File: config.mk
export PLATFORM = sky130hd
export DESIGN_NAME = eu_pipe_reg
export DESIGN_NICKNAME = d
export VERILOG_FILES = /design/src/rtl/eu_pipe_reg.sv
export SDC_FILE = /design/constraint.sdc
export NUM_CORES = 2
export LEC_CHECK = 0
export CAP_MARGIN = 20
export CORE_AREA = 2 2 515 261
export DETAILED_ROUTE_END_ITERATION = 12
export DIE_AREA = 0 0 517 263
export PLACE_DENSITY = 0.57
export SLEW_MARGIN = 20
export SYNTH_ARGS = -nofsm -noshare
export SYNTH_HDL_FRONTEND = slang
export SYNTH_SLANG_ARGS = --single-unit
File: constraint.sdc
create_clock -name clk -period 2.4 [get_ports clk]
set_input_delay 0.36 -clock clk [delete_from_list [all_inputs] [get_ports clk]]
set_output_delay 0.36 -clock clk [all_outputs]
set_load 0.03 [all_outputs]
File: src/rtl/eu_pipe_reg.sv
// eu_pipe_reg: 2-entry skid buffer moving NUM_WAYS issue slots in lockstep with registered ready.
// Optional EU_PIPE_DEBUG_INST_EN carries per-way 32-bit instruction words alongside the payload.
module eu_pipe_reg #(
  parameter int DATA_W   = 255,
  parameter int NUM_WAYS = 2
) (
  input  logic                       clk,
  input  logic                       reset_n,
  input  logic                       flush_i,
  input  logic                       in_valid_i,
  output logic                       in_ready_o,
  input  logic [NUM_WAYS-1:0]        way_en_i,
  input  logic [NUM_WAYS*DATA_W-1:0] data_i,
  output logic                       out_valid_o,
  input  logic                       out_ready_i,
  output logic [NUM_WAYS-1:0]        way_en_o,
  output logic [NUM_WAYS*DATA_W-1:0] data_o,
`ifdef EU_PIPE_DEBUG_INST_EN
  input  logic [NUM_WAYS*32-1:0]     inst_i,
  output logic [NUM_WAYS*32-1:0]     inst_o,
`endif
  output logic [1:0]                 count_o
);
  localparam int DW = NUM_WAYS * DATA_W;
`ifdef EU_PIPE_DEBUG_INST_EN
  localparam int PW = DW + NUM_WAYS + NUM_WAYS * 32;
`else
  localparam int PW = DW + NUM_WAYS;
`endif
  logic [PW-1:0] in_pl, main_q, main_d, skid_q, skid_d;
  logic          main_v_q, main_v_d, skid_v_q, skid_v_d, rdy_q;
  logic          in_fire, out_fire;
`ifdef EU_PIPE_DEBUG_INST_EN
  assign in_pl = {inst_i, way_en_i, data_i};
  assign {inst_o, way_en_o, data_o} = main_q;
`else
  assign in_pl = {way_en_i, data_i};
  assign {way_en_o, data_o} = main_q;
`endif
  assign in_fire     = in_valid_i & rdy_q;
  assign out_fire    = main_v_q & out_ready_i;
  assign in_ready_o  = rdy_q;
  assign out_valid_o = main_v_q;
  assign count_o     = {1'b0, main_v_q} + {1'b0, skid_v_q};
  always_comb begin
    main_d   = main_q;
    skid_d   = skid_q;
    main_v_d = main_v_q;
    skid_v_d = skid_v_q;
    if (!main_v_q || out_fire) begin
      if (skid_v_q) begin
        main_d   = skid_q;
        main_v_d = 1'b1;
        skid_v_d = in_fire;
        skid_d   = in_fire ? in_pl : skid_q;
      end else begin
        main_v_d = in_fire;
        main_d   = in_fire ? in_pl : main_q;
      end
    end else if (in_fire) begin
      skid_v_d = 1'b1;
      skid_d   = in_pl;
    end
    // flush only kills validity; any data written this cycle is meaningless
    if (flush_i) begin
      main_v_d = 1'b0;
      skid_v_d = 1'b0;
    end
  end
  always_ff @(posedge clk or negedge reset_n) begin
    if (!reset_n) begin
      main_q   <= '0;
      skid_q   <= '0;
      main_v_q <= 1'b0;
      skid_v_q <= 1'b0;
      rdy_q    <= 1'b1;
    end else begin
      main_q   <= main_d;
      skid_q   <= skid_d;
      main_v_q <= main_v_d;
      skid_v_q <= skid_v_d;
      rdy_q    <= ~skid_v_d;
    end
  end
endmodule

* Yosys cells after proc, flatten, opt, wreduce, memory -nomap -nowiden
Index checks and enable logic that the tools add are counted.
** Cells by class
- Mux-type cells :: 12
- Bitwise logic cells :: 3
- Reduce and logical (&&, ||, !) cells :: 5
- Eq/ne operators :: 1
- Add/subtract/negate cells :: 1
** Operators by type and width (count)
- $mux 512 :: 5
- $mux 1 :: 7
- $reduce_bool 2->1 :: 2
- $add 1x1->2 :: 1
- $and 1x1->1 :: 2
- $ne 2x2->1 const B :: 1
- $reduce_and 2->1 :: 1
- $logic_not 1->1 :: 1
- $logic_or 1x1->1 :: 1
- $not 1->1 :: 1
** Storage, ports and cells
- Flip-flop bits (word level) :: 1027
- Input port bits :: 517
- Word-level logic and storage cells :: 27

* Logic depth before layout (Yosys ltp)
- Depth after elaboration :: 5
- Mapped depth :: 7
- Mapped depth without buffers :: 3

* Worst setup path after synthesis
Ideal clock, no wire load.
- Path kind :: register -> register
- Start point :: register main_v_q (netlist: out_valid_o)
- End point :: register skid_q[503]
- Data required time :: 2.275 ns
- Library setup time :: 0.125 ns
- Data arrival time :: 1.733 ns
- Setup slack :: 0.542 ns
- Clock period less this slack :: 1.858 ns
- Stages on the path, launching flop included :: 8
- Path through :: dfrtp_1 nor2b_4 buf_6 o211ai_2 buf_6 buf_8 buf_6 mux2_4
** Between the ends
- Word-level cells in the longest chain between the ends :: 3
** Ends and longest elaborated chain
- start, declared :: RTL line 31 : logic main_v_q, main_v_d, skid_v_q, skid_v_d, rdy_q;
- start signal, assigned :: RTL line 80 : main_v_q <= main_v_d;
- $and 1x1->1 / $logic_not 1->1 (equally long branches) :: RTL line 41, 50
- $logic_or 1x1->1 (*) :: RTL line 50 : if (!main_v_q || out_fire) begin
- $ne 2x2->1 (no line) / $mux 512 (equally long branches)
- end signal, assigned :: RTL line 79 : skid_q <= skid_d;
- end, declared :: RTL line 30 : logic [PW-1:0] in_pl, main_q, main_d, skid_q, skid_d;
Mark *: on every way between the ends. The rest lies on a longest branch, timed or not.
A chain may end at the register's enable or synchronous reset.

* Worst setup path after layout
- Start point :: register skid_v_q
- End point :: output port count_o[0]
** Between the ends
- Word-level cells in the longest chain between the ends :: 1
** Ends and longest elaborated chain
- start, declared :: RTL line 31
- start signal, assigned :: RTL line 81 : skid_v_q <= skid_v_d;
- $add 1x1->2 :: RTL line 44 : assign count_o = {1'b0, main_v_q} + {1'b0, skid_v_q};
- end, declared :: RTL line 22 : output logic [1:0] count_o
Every way passes these cells.

==> results.py <==
metrics = {
    "logic_synthesis": {
        "syn_avg_cell_area_um2": 13.6,
        "yosys-top-cells-area": "dfrtp_1, mux2_4, mux2i_1",
        "synth.top_cell.area_share_pct": 56.1,
        "count_of_state_elements_after_synthesis": 1027,
        "sequential_to_total_area_share_from_yosys_stat_pct": 56.2,
        "ys_warn_count": 0,
        "count_of_cell_types_in_the_netlist": 22,
        "ys.flop_type": "dfrtp_1",
        "asyncSetResetFlopFracSynth_pct": 100,
        "synth_enable_flop_cells": 0,
        "syn_area_um2": 45800,
        "synth_area_leader_cell": "dfrtp_1",
        "synth_nets": 3887,
        "synth.top_cells.by_count": "dfrtp_1, o21ai_0, mux2i_1",
        "postSynthCellCount": 3369,
        "synthMostInstantiatedCell": "dfrtp_1",
    },
    "global_route": {
        "grt_remaining_overflow": 0,
        "global_route_wire_length_before_repair_um": 237000,
        "grt_pass1_vias": 33500,
        "initial_antenna_violation_count": 67,
        "grtUsageTotal_pct": 23.5,
        "grt_max_degree": 100,
    },
    "floorplanning": {
        "die-height_um": 263,
        "die-width_um": 517,
        "core-area_um2": 131000,
        "start_util_pct": 34.9,
        "std_cell_rows": 94,
        "num_io_pins": 1033,
        "die_area_um2": 136000,
    },
    "sta": {
        "worst_relative_slew_slack_pct": 52.7,
        "report.final.hold_viol_count": 0,
        "worstMarginPinSlew_ns": 0.689,
        "timing.fmax_mhz": 433,
        "period_share_pct": 96.2,
        "skew_ns": 0.0375,
        "setup_viol_count_final": 0,
        "timing.final.max_slew_violations": 0,
        "fin_setup_tns_ns": 0,
        "rsz0062_at_grt": "no",
        "timing.final.crit_period_ns": 2.31,
    },
    "critical_path": {
        "cpLargestDelayFamily": "flip-flops",
        "worst_ep_arrival_time_ns": 1.95,
        "path_buf_inv": 1,
        "path_class": "flip-flop to output port",
        "critPathSlowestCell": "dfrtp_4",
        "timing.reg2reg.setup_slack_ns": 0.26,
        "cp_cell_sequence": "ha_1 -> clkdlybuf4s15_2",
        "end_kind": "output port",
        "critical-path-max-stage-delay_ns": 0.57,
        "crit_fanout": 6,
        "cp-start-kind": "flip-flop",
        "cp_data_required_time_ns": 2.04,
    },
    "power": {
        "ir_drop_uv": 600,
        "power_per_cell_area_nw_per_um2": 895,
        "total_leakage_power_nw": 25.9,
    },
    "drt": {
        "postRouteAntennaNets": 0,
        "vias_per_cell": 5.12,
        "drc_violation_total_after_the_first_tritonroute_iteration": 2484,
        "drt-wirelength-per-cell_um": 26.0,
        "drc_violations_left": 0,
        "drt-total-wl_um": 163000,
        "drtPass1Iterations": 5,
        "detailroute.via_count": 32100,
    },
    "finish": {
        "drive_gt1_share_pct": 18.5,
        "fin_nets": 4883,
        "final.fill_count": 11700,
        "flow.area_growth_from_synthesis_pct": 34.7,
        "final_core_util_pct": 47.1,
        "stdcell_area_um2": 61600,
    },
    "clocking": {
        "cts_max_level": 3,
        "clock_tree.root_cell": "clkbuf_16",
        "worst_skew_pair.late_latency_ns": 0.71,
        "tritoncts_num_sinks": 1027,
        "cts_buffer_depth": 3,
        "tritoncts.num_buffers": 98,
        "cts_tree": "built",
        "clk_pin_slew_worst_paths_ns": 0.07,
    },
    "worst_hold_path": {
        "timing.hold.worst.class": "input port to async pin",
    },
    "placed_design": {
        "detailedPlacementHpwl_um": 118000,
        "gp_congestion": 0.915,
        "placement_cell_area_um2": 58100,
        "placement.io_buffers": 1032,
    },
    "status": {
        "outcome": "finished clean",
    },
    "flow_run": {
        "drv.max_cap_violation_count": 0,
    },
}
[layer usage]
| layer | vias to the layer above | part of all wire (%) | GRT usage, % |
|---|---|---|---|
| li1 | 14200 | - | - |
| met1 | 16800 | 41 | 29.8 |
| met2 | 853 | 49 | 37.3 |
| met3 | 332 | 4.9 | 4.96 |
| met4 | 16 | 5.1 | 13.0 |
| met5 | - | 0.066 | 0 |
[flip-flops by register name, summed over array words and instances (netlist names)]
signal and count:
skid_v_q 1, skid_q 512, in_ready_o 1, out_valid_o 1, main_q 512
[logic make-up (layout without fill, tap and decap cells)]
| kind of cell | count (synthesis) | in the layout | synth area share, % |
|---|---|---|---|
| simple gates | 4 | 4 | 0.0656 |
| compound gates | 1029 | 1029 | 11.3 |
| buf+inv | 284 | 1359 | 4.90 |
| mux | 1024 | 1024 | 27.6 |
| other cells | 0 | 54 | 0 |
| flops | 1027 | 1027 | 56.2 |
| fa+ha+maj | 1 | 1 | 0.0273 |
[area by class of cell]
| class | instances | area, um2 | share of cell area [%] |
|---|---|---|---|
| clock inverter | 32 | 537 | 0.871 |
| sequential | 1027 | 25700 | 41.7 |
| multi-input combinational | 2058 | 17800 | 28.9 |
| antenna | 54 | 135 | 0.219 |
| timing repair buffer | 1180 | 12300 | 20.0 |
| clock buffer | 147 | 2910 | 4.72 |
| tap | 1776 | 2220 | 3.60 |
[through the flow]
stage | total power (W) | hold WS, ns | setup slack (ns) | instances
6_report | 0.0552 | 0.194 | 0.0901 | 6274
5_1_grt | 0.0575 | 0.192 | 0.0177 | 6272
4_1_cts | 0.0556 | 0.145 | 0.00646 | 6220
3_5_place_dp | 0.0385 | 0.333 | 0.0409 | 6040
3_3_place_gp | 0.0382 | 0.335 | 0.0692 | 6040
2_1_floorplan | 0.0319 | 0.0644 | 0.542 | 3369
[power breakdown]
| group | internal [W] | leakage [nW] | switching, W |
|---|---|---|---|
| sequential | 0.0212 | 12.4 | 0.00230 |
| combinational | 0.00749 | 11.8 | 0.00730 |
| clock | 0.00961 | 1.68 | 0.00723 |
| total | 0.0383 | 25.9 | 0.0168 |
[placed cells by master, fill, tap and decap left out, types with 25 or more instances in the layout]
cell type,netlist,final
buf_12,44,68
buf_4,5,79
clkbuf_16,0,99
clkbuf_8,0,25
clkdlybuf4s50_1,0,1026
dfrtp_1,1026,1025
diode_2,0,54
mux2_2,54,54
mux2_4,458,458
mux2i_1,512,512
o21ai_0,852,852
o21ai_1,172,172
[worst reg2reg max path, delay by kind of cell, from the launching register on]
| family | cells | cell delay, ns |
|---|---|---|
| AOI/OAI and AO/OA | 1 | 0.14 |
| muxes | 1 | 0.49 |
| DFF | 1 | 0.53 |
| buffers and inverters | 2 | 0.81 |
[timing repair]
action / 4_1_cts / 5_1_grt
cloned: 0 / 0
pin swaps: 0 / 0
endpoints found under the hold margin: 129 / 0
resized for setup: 7 / 2
buffers inserted: 0 / 0
endpoints found under the setup margin: 3 / 2
hold buffers: 1 / 0
[path summary, 6_finish.rpt]
check	cells past startpoint	startpoint	to
max reg2reg	4	skid_v_q	main_q[505]
min reg2reg	2	main_q[206]	main_q[206]
max	2	skid_v_q	count_o[0]
min	2	reset_n	main_q[80]
max in group asynchronous	3	reset_n	main_q[305]
min in group clk	2	data_i[44]	skid_q[44]
No activity file was read; power rests on OpenSTA's default activity.
